### config.mk
export PLATFORM = sky130hd
export DESIGN_NAME = reg_writeback_flat
export DESIGN_NICKNAME = d
export VERILOG_FILES = /design/src/rtl/cpu12_pkg.sv /design/src/rtl/reg_writeback_if.sv /design/src/rtl/wb_fifo.sv /design/src/rtl/reg_writeback.sv /design/src/flat_wrapper.sv
export SDC_FILE = /design/constraint.sdc
export NUM_CORES = 1
export LEC_CHECK = 0
export CAP_MARGIN = 10
export CORE_MARGIN = 3
export CORE_UTILIZATION = 35
export CTS_CLUSTER_SIZE = 16
export DETAILED_ROUTE_END_ITERATION = 10
export DONT_BUFFER_PORTS = 1
export SLEW_MARGIN = 20
export SYNTH_ARGS = -nofsm -noshare
export SYNTH_HDL_FRONTEND = slang
export SYNTH_SLANG_ARGS = --single-unit
### constraint.sdc
create_clock -name clk -period 3 [get_ports clk]
set_input_delay 0.6 -clock clk [delete_from_list [all_inputs] [get_ports clk]]
set_output_delay 0.6 -clock clk [all_outputs]
set_load 0.01 [all_outputs]
### src/rtl/cpu12_pkg.sv
// cpu12_pkg: shared constants and the write-back entry type for the 12-bit CPU.
//   DATA_W    result / register width
//   REG_AW    register address width
//   NUM_REGS  number of architectural registers
//   WB_DEPTH  default write-back buffer depth
//   WB_PEND_W default per-register outstanding counter width
//   wb_entry_t {dst, data} one buffered register write
package cpu12_pkg;
    localparam int DATA_W    = 12;
    localparam int REG_AW    = 3;
    localparam int NUM_REGS  = 1 << REG_AW;
    localparam int WB_DEPTH  = 4;
    localparam int WB_PEND_W = 4;

    typedef struct packed {
        logic [REG_AW-1:0] dst;
        logic [DATA_W-1:0] data;
    } wb_entry_t;
endpackage

### src/rtl/reg_writeback_if.sv
// reg_writeback_if: bundles the write-back controller's producer, decode and
// register-file signals.
//   master : execute/memory/decode side (drives valids, data, issue, operand selects)
//   slave  : reg_writeback (drives readies, busy, forwarding and rf_* write port)
interface reg_writeback_if;
    import cpu12_pkg::*;

    logic              mem_valid;
    logic              mem_ready;
    logic [REG_AW-1:0] mem_dst;
    logic [DATA_W-1:0] mem_data;
    logic              alu_valid;
    logic              alu_ready;
    logic [REG_AW-1:0] alu_dst;
    logic [DATA_W-1:0] alu_data;
    logic              issue_valid;
    logic [REG_AW-1:0] issue_dst;
    logic [REG_AW-1:0] chk1_sel;
    logic [REG_AW-1:0] chk2_sel;
    logic              busy1;
    logic              busy2;
    logic              fwd1_hit;
    logic [DATA_W-1:0] fwd1_data;
    logic              fwd2_hit;
    logic [DATA_W-1:0] fwd2_data;
    logic              rf_we;
    logic [REG_AW-1:0] rf_sel;
    logic [DATA_W-1:0] rf_wdata;

    modport master (
        output mem_valid, mem_dst, mem_data, alu_valid, alu_dst, alu_data,
               issue_valid, issue_dst, chk1_sel, chk2_sel,
        input  mem_ready, alu_ready, busy1, busy2, fwd1_hit, fwd1_data,
               fwd2_hit, fwd2_data, rf_we, rf_sel, rf_wdata
    );

    modport slave (
        input  mem_valid, mem_dst, mem_data, alu_valid, alu_dst, alu_data,
               issue_valid, issue_dst, chk1_sel, chk2_sel,
        output mem_ready, alu_ready, busy1, busy2, fwd1_hit, fwd1_data,
               fwd2_hit, fwd2_data, rf_we, rf_sel, rf_wdata
    );
endinterface

### src/rtl/wb_fifo.sv
// wb_fifo: in-order result buffer, two ordered pushes and one pop per cycle.
//   clk, rst_n      clock, synchronous active-low reset
//   push_a / din_a  older push (written first)
//   push_b / din_b  younger push (written after din_a when both fire)
//   pop             remove head
//   head            oldest entry
//   count           occupancy before this cycle's push/pop
//   ents/ents_vld   entries oldest-first with valid flags (only with WB_BYPASS_EN)
// Callers guarantee pushes never exceed free space; no overflow checks here.
module wb_fifo
    import cpu12_pkg::*;
#(
    parameter  int DEPTH = WB_DEPTH,
    localparam int AW    = $clog2(DEPTH),
    localparam int CW    = AW + 1
) (
    input  logic          clk,
    input  logic          rst_n,
    input  logic          push_a,
    input  wb_entry_t     din_a,
    input  logic          push_b,
    input  wb_entry_t     din_b,
    input  logic          pop,
    output wb_entry_t     head,
    output logic [CW-1:0] count
`ifdef WB_BYPASS_EN
    ,
    output wb_entry_t [DEPTH-1:0] ents,
    output logic      [DEPTH-1:0] ents_vld
`endif
);
    wb_entry_t     mem [DEPTH];
    logic [AW-1:0] rd_ptr, wr_ptr, wr_b_ptr;

    // Younger push lands behind the older one when both fire.
    assign wr_b_ptr = push_a ? wr_ptr + AW'(1) : wr_ptr;
    assign head     = mem[rd_ptr];

    always_ff @(posedge clk) begin
        if (push_a) mem[wr_ptr]   <= din_a;
        if (push_b) mem[wr_b_ptr] <= din_b;
    end

    always_ff @(posedge clk) begin
        if (!rst_n) begin
            rd_ptr <= '0;
            wr_ptr <= '0;
            count  <= '0;
        end else begin
            wr_ptr <= wr_ptr + AW'(push_a) + AW'(push_b);
            if (pop) rd_ptr <= rd_ptr + AW'(1);
            count  <= count + CW'(push_a) + CW'(push_b) - CW'(pop);
        end
    end

`ifdef WB_BYPASS_EN
    for (genvar i = 0; i < DEPTH; i++) begin : g_ents
        assign ents[i]     = mem[rd_ptr + AW'(i)];
        assign ents_vld[i] = (CW'(i) < count);
    end
`endif
endmodule

### src/rtl/reg_writeback.sv
// reg_writeback: write-side controller for the 8x12-bit register file.
// Buffers ALU and load results in order, drains one register write per cycle
// through registered rf_* outputs, and tracks per-register outstanding writes
// so decode can stall on RAW hazards.
//   clk, rst_n   clock, synchronous active-low reset
//   wb (slave)   mem_*/alu_* result handshakes, issue_*, chkN_sel/busyN,
//                fwdN_* operand forwarding, rf_we/rf_sel/rf_wdata write port
// Build option: define WB_BYPASS_EN to enable operand forwarding from the
// buffer and the in-flight rf_* write; otherwise fwdN_* are tied to zero.
// DATA_W/REG_AW come from cpu12_pkg because the buffered entry type is shared.
module reg_writeback
    import cpu12_pkg::*;
#(
    parameter int DEPTH  = WB_DEPTH,
    parameter int PEND_W = WB_PEND_W
) (
    input logic            clk,
    input logic            rst_n,
    reg_writeback_if.slave wb
);
    localparam int CW = $clog2(DEPTH) + 1;

    logic [CW-1:0]       count, free;
    logic                mem_push, alu_push, pop;
    wb_entry_t           head, mem_ent, alu_ent;
    logic                rf_we_q;
    logic [REG_AW-1:0]   rf_sel_q;
    logic [DATA_W-1:0]   rf_wdata_q;
    logic [NUM_REGS-1:0] pend_nz, pend_max;
`ifdef WB_BYPASS_EN
    wb_entry_t [DEPTH-1:0] ents;
    logic      [DEPTH-1:0] ents_vld;
`endif

    // Readies look at pre-pop occupancy only, so a slot freed by this
    // cycle's drain becomes usable next cycle.
    assign free         = CW'(DEPTH) - count;
    assign wb.mem_ready = (free >= CW'(1));
    assign wb.alu_ready = (free >= CW'(2));
    assign mem_push     = wb.mem_valid && wb.mem_ready;
    assign alu_push     = wb.alu_valid && wb.alu_ready;
    assign pop          = (count != '0);

    assign mem_ent.dst  = wb.mem_dst;
    assign mem_ent.data = wb.mem_data;
    assign alu_ent.dst  = wb.alu_dst;
    assign alu_ent.data = wb.alu_data;

    // Load result is the older of a simultaneous pair.
    wb_fifo #(.DEPTH(DEPTH)) u_fifo (
        .clk     (clk),
        .rst_n   (rst_n),
        .push_a  (mem_push),
        .din_a   (mem_ent),
        .push_b  (alu_push),
        .din_b   (alu_ent),
        .pop     (pop),
        .head    (head),
        .count   (count)
`ifdef WB_BYPASS_EN
        ,
        .ents    (ents),
        .ents_vld(ents_vld)
`endif
    );

    always_ff @(posedge clk) begin
        if (!rst_n) begin
            rf_we_q    <= 1'b0;
            rf_sel_q   <= '0;
            rf_wdata_q <= '0;
        end else begin
            rf_we_q <= pop;
            if (pop) begin
                rf_sel_q   <= head.dst;
                rf_wdata_q <= head.data;
            end
        end
    end

    assign wb.rf_we    = rf_we_q;
    assign wb.rf_sel   = rf_sel_q;
    assign wb.rf_wdata = rf_wdata_q;

    // Pending counters: an entry stops being pending once it moves into rf_*.
    for (genvar r = 0; r < NUM_REGS; r++) begin : g_pend
        logic              inc, dec;
        logic [PEND_W-1:0] cnt;

        assign inc = wb.issue_valid && (wb.issue_dst == REG_AW'(r));
        assign dec = pop && (head.dst == REG_AW'(r));

        always_ff @(posedge clk) begin
            if (!rst_n)
                cnt <= '0;
            else if (inc && !dec && cnt != '1)
                cnt <= cnt + PEND_W'(1);
            else if (dec && !inc && cnt != '0)
                cnt <= cnt - PEND_W'(1);
        end

        assign pend_nz[r]  = (cnt != '0);
        assign pend_max[r] = (cnt == '1);
    end

    assign wb.busy1 = pend_nz[wb.chk1_sel];
    assign wb.busy2 = pend_nz[wb.chk2_sel];

    a_pend_overflow: assert property (@(posedge clk) disable iff (!rst_n)
        !(wb.issue_valid && pend_max[wb.issue_dst] && !(pop && head.dst == wb.issue_dst)));

    a_pend_underflow: assert property (@(posedge clk) disable iff (!rst_n)
        !(pop && !pend_nz[head.dst] && !(wb.issue_valid && wb.issue_dst == head.dst)));

`ifdef WB_BYPASS_EN
    // rf_* is the oldest candidate; later buffer entries override earlier ones.
    function automatic logic [DATA_W:0] lookup(input logic [REG_AW-1:0] sel);
        logic [DATA_W:0] res;
        res = '0;
        if (rf_we_q && rf_sel_q == sel) res = {1'b1, rf_wdata_q};
        for (int i = 0; i < DEPTH; i++)
            if (ents_vld[i] && ents[i].dst == sel) res = {1'b1, ents[i].data};
        return res;
    endfunction

    always_comb begin
        {wb.fwd1_hit, wb.fwd1_data} = lookup(wb.chk1_sel);
        {wb.fwd2_hit, wb.fwd2_data} = lookup(wb.chk2_sel);
    end
`else
    assign wb.fwd1_hit  = 1'b0;
    assign wb.fwd1_data = '0;
    assign wb.fwd2_hit  = 1'b0;
    assign wb.fwd2_data = '0;
`endif
endmodule
### src/flat_wrapper.sv
// flat-port wrapper written by rule: the top's interface ports become plain ports
module reg_writeback_flat import cpu12_pkg::*;
#(
    parameter int DEPTH  = WB_DEPTH,
    parameter int PEND_W = WB_PEND_W
)
  (clk, rst_n, wb_mem_valid, wb_mem_dst, wb_mem_data, wb_alu_valid, wb_alu_dst, wb_alu_data, wb_issue_valid, wb_issue_dst, wb_chk1_sel, wb_chk2_sel, wb_mem_ready, wb_alu_ready, wb_busy1, wb_busy2, wb_fwd1_hit, wb_fwd1_data, wb_fwd2_hit, wb_fwd2_data, wb_rf_we, wb_rf_sel, wb_rf_wdata);
  reg_writeback_if wb_i ();
  input logic clk;
  input logic rst_n;
  input wire logic [$bits(wb_i.mem_valid)-1:0] wb_mem_valid;
  input wire logic [$bits(wb_i.mem_dst)-1:0] wb_mem_dst;
  input wire logic [$bits(wb_i.mem_data)-1:0] wb_mem_data;
  input wire logic [$bits(wb_i.alu_valid)-1:0] wb_alu_valid;
  input wire logic [$bits(wb_i.alu_dst)-1:0] wb_alu_dst;
  input wire logic [$bits(wb_i.alu_data)-1:0] wb_alu_data;
  input wire logic [$bits(wb_i.issue_valid)-1:0] wb_issue_valid;
  input wire logic [$bits(wb_i.issue_dst)-1:0] wb_issue_dst;
  input wire logic [$bits(wb_i.chk1_sel)-1:0] wb_chk1_sel;
  input wire logic [$bits(wb_i.chk2_sel)-1:0] wb_chk2_sel;
  output wire logic [$bits(wb_i.mem_ready)-1:0] wb_mem_ready;
  output wire logic [$bits(wb_i.alu_ready)-1:0] wb_alu_ready;
  output wire logic [$bits(wb_i.busy1)-1:0] wb_busy1;
  output wire logic [$bits(wb_i.busy2)-1:0] wb_busy2;
  output wire logic [$bits(wb_i.fwd1_hit)-1:0] wb_fwd1_hit;
  output wire logic [$bits(wb_i.fwd1_data)-1:0] wb_fwd1_data;
  output wire logic [$bits(wb_i.fwd2_hit)-1:0] wb_fwd2_hit;
  output wire logic [$bits(wb_i.fwd2_data)-1:0] wb_fwd2_data;
  output wire logic [$bits(wb_i.rf_we)-1:0] wb_rf_we;
  output wire logic [$bits(wb_i.rf_sel)-1:0] wb_rf_sel;
  output wire logic [$bits(wb_i.rf_wdata)-1:0] wb_rf_wdata;
  assign wb_i.mem_valid = wb_mem_valid;
  assign wb_i.mem_dst = wb_mem_dst;
  assign wb_i.mem_data = wb_mem_data;
  assign wb_i.alu_valid = wb_alu_valid;
  assign wb_i.alu_dst = wb_alu_dst;
  assign wb_i.alu_data = wb_alu_data;
  assign wb_i.issue_valid = wb_issue_valid;
  assign wb_i.issue_dst = wb_issue_dst;
  assign wb_i.chk1_sel = wb_chk1_sel;
  assign wb_i.chk2_sel = wb_chk2_sel;
  assign wb_mem_ready = wb_i.mem_ready;
  assign wb_alu_ready = wb_i.alu_ready;
  assign wb_busy1 = wb_i.busy1;
  assign wb_busy2 = wb_i.busy2;
  assign wb_fwd1_hit = wb_i.fwd1_hit;
  assign wb_fwd1_data = wb_i.fwd1_data;
  assign wb_fwd2_hit = wb_i.fwd2_hit;
  assign wb_fwd2_data = wb_i.fwd2_data;
  assign wb_rf_we = wb_i.rf_we;
  assign wb_rf_sel = wb_i.rf_sel;
  assign wb_rf_wdata = wb_i.rf_wdata;
  reg_writeback #(.DEPTH(DEPTH), .PEND_W(PEND_W)) u_core (.clk(clk), .rst_n(rst_n), .wb(wb_i));
endmodule
==> key figures <==
Placement
  – Port-buffer cells: 0
  – DP HPWL: 10100 um
  – Routability congestion estimate: 0.774
  – Cell area after placement: 7100 sq um
  – Placed Cells: 833

Floorplan
  – Ports: 90
  – Cell row count: 50
  – Die ar.: approximately 21000 sq um
  – Core Area: roughly 19000 sq um
  – Die W: about 140 um
  – Starting Density: between 30% and 40%
  – Vert. Die Dim: 145 um

Logic synthesis
  – Asr flop ratio synth: 0%
  – Cells after synthesis: approximately 570
  – Top cells by area, synth: edfxtp_1 27%, dfxtp_1 17%, mux2_2 10%, mux4_2 6.0%, ha_1 4.6%
  – Post-Synth Simple-Gate Area: 13.0%
  – Post-Synth XOR/XNOR Area: 1.55%
  – Syn. warnings: 0
  – Mux contribution to synthesized area: 20.1%
  – Count leader, synth: nand2_1
  – Adder and majority cell fraction of the synthesized area: 7.89%
  – Compound-gate portion of the synthesized area: between 8 and 9%
  – Leading area contributor after synthesis: edfxtp_1
  – List of most frequent post-synthesis cells: 61 x nand2_1, 60 x edfxtp_1, 60 x mux2_2
  – Top cell type's share of synthesized area: 26.7%
  – Top_reg_cell synth: edfxtp_1
  – Seq/Total Area, Yosys: between 40% and 50%
  – Synth cell types: 57
  – Post-synth EDFFs: 60
  – Synthesized flop and latch total: around 120
  – Largest family of logic cells by synthesized area: multiplexers
  – Mean Syn Cell Area: 11.8 sq um
  – Synthesized area: 6760 sq um

Clock network
  – Sink Count: 117
  – CTS tree: built
  – CTS buffer count: 17
  – Clk buf depth: 2
  – CTS clk-pin slew, worst paths: 0.06 ns
  – Hold-fix buffers at CTS: 0
  – Clk root buf: clkbuf_16
  – H-tree Lvls: 4
  – Clock Latency Late Sink: 0.41 ns

STA
  – Slew Viols, Final: 0
  – Clock Skews: 0.0107 ns
  – Fmax: around 350 MHz
  – RSZ-0062 raised after global routing: yes
  – Endpoints failing hold: 0
  – Relative slew slack: 44.3%
  – Fin crit share: 95.0%
  – Post-layout min period: 2.85 ns
  – Setup-failing EPs final: 0
  – Worst Tran Pin Value: 0.828 ns

Power
  – Combinational power share: 39.2%
  – Highest ir drop seen on vdd: 0.000451 V
  – Register share of total power: 34.4%
  – Clock network power share: 26.4%
  – Switching fraction of total power: a little over a third
  – P_sw: 2.76 mW
  – Leak pwr: between 3 and 4 nW
  – Cell-internal power: 5.02 mW
  – Pwr Density: 1000 nW/um^2

Routing
  – Antenna viol nets, final: 0
  – DR pass1 iterations: 5
  – Vias post-DR: 4421
  – # DRC: 0
  – Routed WL: 14600 um
  – Drt wl/cell: 16.8 um
  – Via/cell ratio: between 5 and 6
  – DRT iter0 DRCs: 317

Layout
  – Layout cells sized above 1: about 27%
  – Multi-input logic area: 3570 sq um
  – Finished Layout Cells: a little under 900
  – # fillers: 1729
  – Final #Nets: just under 700
  – Cell area after layout: slightly below 8000 sq um
  – P&R area growth vs syn: 14.8%
  – Register Area: 2950 sq um
  – Diodes inserted: 0

GRT
  – Tot GR Track Use: 14.5%
  – First-pass GRT wire length: 24700 um
  – Initial antenna violation count: 0
  – Vias in the first global route: around 4800
  – Largest net degree at the start of global routing: 73
  – GRT overflow: 0

Setup path
  – Required @ worst endpoint: around 3.3 ns
  – CP Launch Point: u_core.u_fifo.count[1]
  – FF-to-FF setup slack: 0.15 ns
  – R2R cell count: 11
  – Reg2Reg Capture Point: u_core.u_fifo.count[2]
  – WP data arrival: 3.16 ns
  – CP Max Fanout: 9
  – Crit path capture type: flip-flop
  – CP Class: reg -> reg
  – CP most frequent cell: fa_2
  – Crit start category: flip-flop
  – CP Capture Point: u_core.u_fifo.count[2]
  – Worst reg2reg path startpoint: u_core.u_fifo.count[1]
  – Slowest stage delay, CP: 0.53 ns
  – CP Cell Sequence: inv_1, ha_1, ha_2, or4b_4, nand2_4, inv_2, fa_2, fa_2, xnor2_2, xnor2_1, and2_1
  – Crit-path slowest cell: or4b_4

Outcome
  – Outcome: finished, final reports clean

Job
  – MaxCap Viol Count: 0

Hold path
  – Hold Crit Class: in -> reg
  – Hold path cells: 1
[power groups by stage]
stage / clock [mW] / sequential [mW] / combinational, mW
floorplan: 0 / 2.59 / 2.24
global placement: 0 / 2.69 / 2.87
detailed placement: 0 / 2.71 / 2.93
CTS: 2.10 / 2.68 / 2.96
global route: 2.18 / 2.74 / 3.37
finish: 2.05 / 2.68 / 3.05
[routing by layer]
layer / vias to the layer above / track usage [%] / wire (um)
met5: - / 0 / 0
met3: 12 / 6.37 / 1220
met1: 2166 / 16.9 / 6140
met2: 104 / 24.5 / 7150
met4: 0 / 3.94 / 138
li1: 2139 / - / -
[worst max-delay path: cells and delay by family, from the launching register on]
kind,cells,cell delay [ns]
buffers and inverters,2,0.15
XOR/XNOR,2,0.25
AND/OR/NAND/NOR,3,0.79
flip-flops,1,0.34
adder cells (fa/ha/maj),4,1.21
[through the flow]
step                util (%)  setup TNS, ns  power, mW  setup slack, ns  hold slack [ns]
finish                  41.2              0       7.78            0.149            0.315
floorplan                  -              0       4.84          0.00204            0.459
global placement        37.7              0       5.56           0.0844            0.477
CTS                     40.9              0       7.75           0.0130            0.299
global route            41.2       -0.00623       8.29         -0.00365            0.301
detailed placement      37.7              0       5.64          0.00336            0.490
[logic make-up after synthesis]
family | after synthesis
adder cells (fa/ha/maj) | 36
multiplexers | 106
AND/OR/NAND/NOR | 154
AO/OA/AOI/OAI | 78
flip-flops | 117
XOR/XNOR | 12
other | 1
buffers and inverters | 69
[registers in the layout, indices dropped and copies added, names as in the netlist, named ones only]
register,cells
u_core.wb.rf_wdata,12
u_core.wb.rf_we,1
u_core.wb.rf_sel,3
u_core.g_pend.cnt,32
u_core.u_fifo.count,3
u_core.u_fifo.mem,60
u_core.u_fifo.wr_ptr,2
u_core.u_fifo.rd_ptr,2
[layout by cell type, fill, tap and decap left out, drive strengths merged, types with 18 or more instances in the layout]
cell	Yosys	final
nand2	62	62
mux2	60	60
edfxtp	60	60
dfxtp	57	57
buf	35	30
mux2i	28	28
conb	1	26
inv	18	26
ha	25	25
mux4	18	18
[worst min path at each step]
stage | to | slack [ns] | startpoint
after global placement | u_core.g_pend[6].cnt[3] | 0.48 | u_core.g_pend[6].cnt[3]
after floorplan | u_core.g_pend[6].cnt[3] | 0.46 | u_core.g_pend[6].cnt[3]
after global routing | u_core.g_pend[0].cnt[2] | 0.30 | rst_n
after detailed placement | u_core.g_pend[3].cnt[3] | 0.49 | u_core.g_pend[3].cnt[3]
after CTS | u_core.g_pend[0].cnt[2] | 0.30 | rst_n
final | u_core.g_pend[0].cnt[2] | 0.32 | rst_n
[what timing repair did]
action | 4_1_cts | 5_1_grt
gates resized for setup | 2 | 9
setup endpoints to repair | 3 | 18
setup buffers | 0 | 5
[area by class of cell]
cell class	instances	area share [%]
clock buffer	17	5.48
inverter	19	0.919
clock inverter	15	2.11
multi-input combinational	412	46.0
tap	260	4.19
timing repair buffer	30	3.38
sequential	117	38.0
(Power assumes the default switching activity.)
